==> src/rtl/collatz_sweep_driver.sv <==
// collatz_sweep_driver: issues operands to a valid/ready compute block and
// collects its results, in manual, timed auto-step, single-step or sweep mode.
//
// state | meaning
// ------+--------------------------------------------------------------
// IDLE  | no request outstanding; evaluates the active mode each cycle
// ISSUE | dut_in_valid high, operand held until dut_in_ready is seen
// WAIT  | request accepted (busy), waiting for the result handshake
// HALT  | sweep finished; waits for a btn edge or a mode change
module collatz_sweep_driver #(
    parameter int W     = 27,
    parameter int SW    = 15,
    parameter int DIV_W = 27,
    parameter int SHIFT = 12
) (
    input  logic          clk,
    input  logic          nrst,
    input  logic [1:0]    mode,
    input  logic [SW-1:0] sw,
    input  logic          btn,
    output logic          dut_in_valid,
    input  logic          dut_in_ready,
    output logic [W-1:0]  dut_in0,
    input  logic          dut_out_valid,
    output logic          dut_out_ready,
    input  logic [W-1:0]  dut_out0,
    output logic [SW:0]   disp,
    output logic [W-1:0]  max_res,
    output logic [W-1:0]  max_arg,
    output logic          done
);

    typedef enum logic [1:0] {
        IDLE  = 2'd0,
        ISSUE = 2'd1,
        WAIT  = 2'd2,
        HALT  = 2'd3
    } state_t;

    localparam logic [1:0] MODE_MANUAL = 2'd0;
    localparam logic [1:0] MODE_AUTO   = 2'd1;
    localparam logic [1:0] MODE_SINGLE = 2'd2;
    localparam logic [1:0] MODE_SWEEP  = 2'd3;

    state_t             state, state_nxt;
    logic [W-1:0]       operand;
    logic               busy;
    logic [DIV_W-1:0]   counter;
    logic [SW-1:0]      disp_low;
    logic               btn_q;
    logic [1:0]         act_mode;
    logic               sweeping;

    logic               in_acc, out_acc, btn_edge, mode_chg, cnt_hit;
    logic [W-1:0]       limit;
    logic               op_load_sw, op_inc, sweep_start, sweep_end;
    logic               cnt_clr, cnt_inc, mode_latch, max_upd;

    // The active mode only follows the mode input while no request is in flight,
    // so an outstanding transaction always finishes under the old behaviour.
    assign in_acc   = dut_in_valid & dut_in_ready;
    assign out_acc  = dut_out_valid & busy;
    assign btn_edge = btn & ~btn_q;
    assign mode_chg = (mode != act_mode);
    assign limit    = W'(sw);
    assign cnt_hit  = (counter[DIV_W-1:SHIFT] == (DIV_W-SHIFT)'(sw));

    assign dut_in_valid  = (state == ISSUE);
    assign dut_in0       = operand;
    assign dut_out_ready = busy;
    assign disp          = {busy, disp_low};

    // State register.
    always_ff @(posedge clk) begin
        if (!nrst) state <= IDLE;
        else       state <= state_nxt;
    end

    // Next-state decode and datapath strobes.
    always_comb begin
        state_nxt   = state;
        op_load_sw  = 1'b0;
        op_inc      = 1'b0;
        sweep_start = 1'b0;
        sweep_end   = 1'b0;
        cnt_clr     = 1'b0;
        cnt_inc     = 1'b0;
        mode_latch  = 1'b0;
        max_upd     = 1'b0;
        case (state)
            IDLE: begin
                if (mode_chg) begin
                    mode_latch = 1'b1;
                    cnt_clr    = 1'b1;
                end else begin
                    case (act_mode)
                        MODE_MANUAL: begin
                            if (limit != operand) begin
                                op_load_sw = 1'b1;
                                state_nxt  = ISSUE;
                            end
                        end
                        MODE_AUTO: begin
                            if (cnt_hit) begin
                                op_inc    = 1'b1;
                                cnt_clr   = 1'b1;
                                state_nxt = ISSUE;
                            end else begin
                                cnt_inc = 1'b1;
                            end
                        end
                        MODE_SINGLE: begin
                            if (btn_edge) begin
                                op_inc    = 1'b1;
                                state_nxt = ISSUE;
                            end
                        end
                        MODE_SWEEP: begin
                            if (btn_edge) begin
                                sweep_start = 1'b1;
                                state_nxt   = ISSUE;
                            end else if (sweeping) begin
                                op_inc    = 1'b1;
                                state_nxt = ISSUE;
                            end
                        end
                        default: ;
                    endcase
                end
            end
            ISSUE: begin
                if (dut_in_ready) state_nxt = WAIT;
            end
            WAIT: begin
                if (out_acc) begin
                    if (act_mode == MODE_SWEEP && sweeping) begin
                        max_upd = (dut_out0 > max_res);
                        // >= so a limit of 0 or 1 still ends after the single issue of 1
                        if (operand >= limit) begin
                            sweep_end = 1'b1;
                            state_nxt = HALT;
                        end else begin
                            state_nxt = IDLE;
                        end
                    end else begin
                        state_nxt = IDLE;
                    end
                end
            end
            HALT: begin
                if (mode_chg) begin
                    state_nxt = IDLE;
                end else if (btn_edge) begin
                    sweep_start = 1'b1;
                    state_nxt   = ISSUE;
                end
            end
            default: state_nxt = IDLE;
        endcase
    end

    // Operand, timer, handshake, display and sweep bookkeeping registers.
    always_ff @(posedge clk) begin
        if (!nrst) begin
            operand  <= '0;
            busy     <= 1'b0;
            counter  <= '0;
            disp_low <= '0;
            btn_q    <= 1'b0;
            act_mode <= MODE_MANUAL;
            sweeping <= 1'b0;
            max_res  <= '0;
            max_arg  <= '0;
            done     <= 1'b0;
        end else begin
            btn_q <= btn;

            if (mode_latch) begin
                act_mode <= mode;
                sweeping <= 1'b0;
            end

            if (cnt_clr)      counter <= '0;
            else if (cnt_inc) counter <= counter + DIV_W'(1);

            if (in_acc)       busy <= 1'b1;
            else if (out_acc) busy <= 1'b0;

            if (out_acc) disp_low <= dut_out0[SW-1:0];

            if (sweep_start) begin
                operand  <= W'(1);
                max_res  <= '0;
                max_arg  <= '0;
                done     <= 1'b0;
                sweeping <= 1'b1;
            end else begin
                if (op_load_sw)  operand <= limit;
                else if (op_inc) operand <= operand + W'(1);
                if (max_upd) begin
                    max_res <= dut_out0;
                    max_arg <= operand;
                end
                if (sweep_end) begin
                    done     <= 1'b1;
                    sweeping <= 1'b0;
                end
            end
        end
    end

endmodule
==> config.mk <==
export PLATFORM = sky130hd
export DESIGN_NAME = collatz_sweep_driver
export DESIGN_NICKNAME = d
export VERILOG_FILES = /design/src/rtl/collatz_sweep_driver.sv
export SDC_FILE = /design/constraint.sdc
export NUM_CORES = 1
export LEC_CHECK = 0
export ABC_AREA = 0
export BUFFER_PORTS_ARGS = -buffer_cell sky130_fd_sc_hd__buf_2
export CAP_MARGIN = 5
export CORE_MARGIN = 3
export CORE_UTILIZATION = 40
export DETAILED_ROUTE_END_ITERATION = 10
export HOLD_SLACK_MARGIN = 0.06
export SYNTH_ARGS = -nofsm -noshare
export SYNTH_HDL_FRONTEND = slang
export SYNTH_SLANG_ARGS = --single-unit
==> constraint.sdc <==
create_clock -name clk -period 6.25 [get_ports clk]
set_input_delay 1.25 -clock clk [delete_from_list [all_inputs] [get_ports clk]]
set_output_delay 1.25 -clock clk [all_outputs]
set_load 0.03 [all_outputs]
==> key figures <==
Outcome
  • Status: completed

Timing
  • Setup repair after global routing missed its margin: false
  • Headroom to the max-slew limit: 0.197
  • Max Freq: 0.269 GHz
  • Slew at the pin closest to its max-slew limit: 1.20 ns
  • Final setup TNS: 0 ns
  • Clock period minus final worst setup slack: 3.72 ns
  • Final cycle utilization of the critical path: 0.595
  • Skew final: 0.00968 ns
  • Worst Slack Setup Final: approximately 2.5 ns
  • # setup viols final: 0
  • Final Slew Violations: 0
  • Number of hold-slack violations in the final timing report: 0

Placement
  • Worst slack after detailed placement: 2.10 ns
  • Number of port buffers: 148
  • Total half-perimeter wirelength after legalization and detailed placement: between 10000 and 15000 um
  • Global placement routability congestion: just under 0.9
  • Number of cells in the design after placement: between 1k and 1.5k

Run
  • Number of violations of the max-capacitance limit: 0

Setup path
  • Endpoint arrival time on the critical path: about 4.0 ns
  • Worst path cell trace: buf_2, ha_1, a21o_1, a221o_1, a221oi_1, nand2_1, o21ai_4, buf_4, o21ai_0
  • CP max stage cell: buf_4
  • Max incr delay on CP: 0.67 ns
  • Critical path's top delay family: compound AO/OA/AOI/OAI gates
  • Number of buffer and inverter instances along the worst setup path: 2
  • Critical-path maximum fanout: 84
  • Classification of the worst setup path: in -> reg
  • Critical path required time: 6.52 ns
  • Crit. End Element: flip-flop
  • Launching element type of the critical path: input port

Detailed routing
  • Routed wirelength normalized by instance count: 15.6 um
  • Total number of vias: 6517
  • Drt total wl: roughly 19000 um
  • Number of search-and-repair iterations in the first detailed-routing pass: 5
  • DRC viols: 0
  • Post-detailed-route count of antenna-violating nets: 0
  • Number of violations reported at the end of detailed-routing iteration 0: 294
  • Vias per std cell: 5.25

Clocking
  • Root Buffer: clkbuf_16
  • Hold bufs inserted after CTS: 0
  • Post-CTS clock slew at the launch and capture registers of the worst setup and hold paths: ~0.06 ns
  • CTS tree: built
  • Skew-Pair Late Insertion Delay: about 0.42 ns
  • Post-CTS Setup Repair Bufs: 0
  • Clock sinks: 131
  • Clock tree buffer depth: 2
  • Gates resized, CTS repair: 0
  • TritonCTS Buffers: 17
  • Maximum level of the CTS H-tree: 4

Global routing
  • Met1 track utilization from global routing: 0.280
  • Sum of overflow across all layers after global routing: 0
  • Highest-utilization routing layer at the global route stage: met2
  • Total Routing Usage GR: 0.205
  • Antenna violations before repair: 0
  • Met2 capacity usage during global routing: 0.318
  • Largest net degree at the start of global routing: 85
  • GRT met3 Usage: 0.0577
  • Wire length of the first global-routing pass: 30900 um
  • Vias in the first global route: 5958

Floorplanning
  • I/O pin count: 149
  • Area of the die: 19000 sq um
  • Horizontal die dimension: between 100 and 150 um
  • Core Rows: 47
  • Core Region: 16800 sq um
  • Vert. Die Dim: 138 um
  • Initial Utilization: 0.414

Hold path
  • Hold Path Class: reg -> reg

Logic synthesis
  • Post-synth top flop: dfxtp_1
  • Synthesis Warnings: 0
  • Cell with the most instances after synthesis: nand2_1
  • Largest family of logic cells by synthesized area: simple AND/OR/NAND/NOR gates
  • Syn Nets: around 980
  • Async set or reset register ratio after synthesis: 0
  • Top-area cell type share of the netlist area: 0.377
  • Share of the yosys chip area belonging to registers: 0.377
  • Synthesized area: 6960 sq um
  • Post-synthesis adder-cell area fraction: 0.0863
  • Synthesized instance count: 880
  • Area fraction in and, or, nand and nor cells after synthesis: 0.269
  • Xor/xnor share of the synthesized area: 0.0579
  • Compound-Gate Fraction of Synth Area: 0.146
  • Share of cell area taken by muxes after synthesis: 0.0101
  • Leading post-synthesis cells by cell area: dfxtp_1, ha_1, nand2_1, nand3_1, o21ai_0
  • Post-synthesis register bit count: 131
  • Mean cell area of the mapped netlist: slightly below 8 sq um
  • Cell type with the largest total area after synthesis: dfxtp_1
  • Synth unique cells: 55
  • Most frequent cells after synthesis: nand2_1, dfxtp_1, nand3_1
  • Count of flip-flops with a built-in enable after synthesis: 0

Cells and area
  • Net total in the final layout: 1107
  • Synthesis-to-finish area growth: 22.1%
  • Antenna Diode Count: 0
  • Number of non-filler instances in the completed layout: between 1k and 1.5k
  • Fraction of layout instances using a drive strength above 1: 0.191

Power and ir drop
  • Total power: 2340 uW
  • P_leak: 0.00347 uW
  • Largest voltage drop on the vdd net: about 200 uV
  • Cell Pwr Density: 275 nW/um^2
-- placed cells by master (no fill, tap or decap), types with 5 or more instances in the layout --
| cell type | instances |
|---|---|
| buf_2 | 148 |
| nand2_1 | 135 |
| dfxtp_1 | 131 |
| nand3_1 | 79 |
| o21ai_0 | 78 |
| inv_1 | 53 |
| nor2_1 | 51 |
| ha_1 | 48 |
| xnor2_1 | 31 |
| a21oi_1 | 29 |
| nand4_1 | 21 |
| nor3_1 | 18 |
| clkbuf_16 | 17 |
| or3_1 | 16 |
| a21boi_0 | 16 |
| xor2_1 | 15 |
| and3_1 | 12 |
| nor4_1 | 9 |
| nor2b_1 | 7 |
| and4_1 | 7 |
| mux2i_1 | 7 |
| a32oi_1 | 7 |
| a211oi_1 | 6 |
| or4_1 | 6 |
| buf_4 | 6 |
| nand2b_1 | 5 |
| a31oi_1 | 5 |
| o31ai_1 | 5 |
-- state kept, by name (all words and copies together), names as in the netlist --
name and cells:
dut_in0 27, state 2, dut_out_ready 1, counter 27
btn_q 1, disp_low 15, act_mode 2, max_arg 27
sweeping 1, done 1, max_res 27
-- power breakdown --
group          internal, uW  switching (uW)
logic                   117             234
clock network           688             384
registers               862            52.4
total                  1670             670
-- worst reg2reg max path, cell delays in order (launching register included) --
cell and delay [ns]:
dfxtp_1 0.38, inv_1 0.10, ha_1 0.28, or3b_2 0.44, nor4_1 0.79, nor2b_4 0.43
buf_4 0.45, and3_1 0.27, o21ai_0 0.17, nand2_1 0.06
-- metal layers --
metal / up-vias / wire length [um] / part of all wire
li1: 3344 / - / -
met1: 2991 / 9150 / 0.47
met2: 156 / 8670 / 0.45
met3: 26 / 1220 / 0.063
met4: 0 / 282 / 0.015
met5: - / 0 / 0
-- cell type report --
class                           count  area [sq um]
Clock buffer                       19           453
Tap cell                          220           275
Inverter                           53           199
Sequential cell                   131          2620
Timing Repair Buffer              154           786
Clock inverter                     12           179
Fill cell                        1726          8330
Multi-Input combinational cell    653          3980
-- final timing paths --
kind,cells past startpoint,slack (ns),from,to
worst min-delay path,1,0.46,done$_SDFFE_PP0P_,done$_SDFFE_PP0P_
worst max-delay path,9,2.53,dut_out0[12],max_arg[2]$_SDFFE_PP0P_
worst max register to register,9,2.77,state[0]$_SDFFE_PN0P_,dut_in0[13]$_SDFFE_PP0P_
worst min register to register,1,0.46,done$_SDFFE_PP0P_,done$_SDFFE_PP0P_
-- cell families after synthesis --
logic type | count (synthesis)
buffers and inverters | 96
AND/OR/NAND/NOR | 383
AO/OA/AOI/OAI | 169
adder cells (fa/ha/maj) | 48
flip-flops | 131
XOR/XNOR | 46
multiplexers | 7
-- metrics by stage --
stage	cell area, sq um	hold slack, ns	util
after floorplan	6960	0.467	-
after global placement	7860	0.445	0.467
after detailed placement	7860	0.450	0.467
after CTS	8490	0.464	0.505
after global routing	8490	0.485	0.505
final	8490	0.459	0.505
Power figures use the tool's default switching activity.
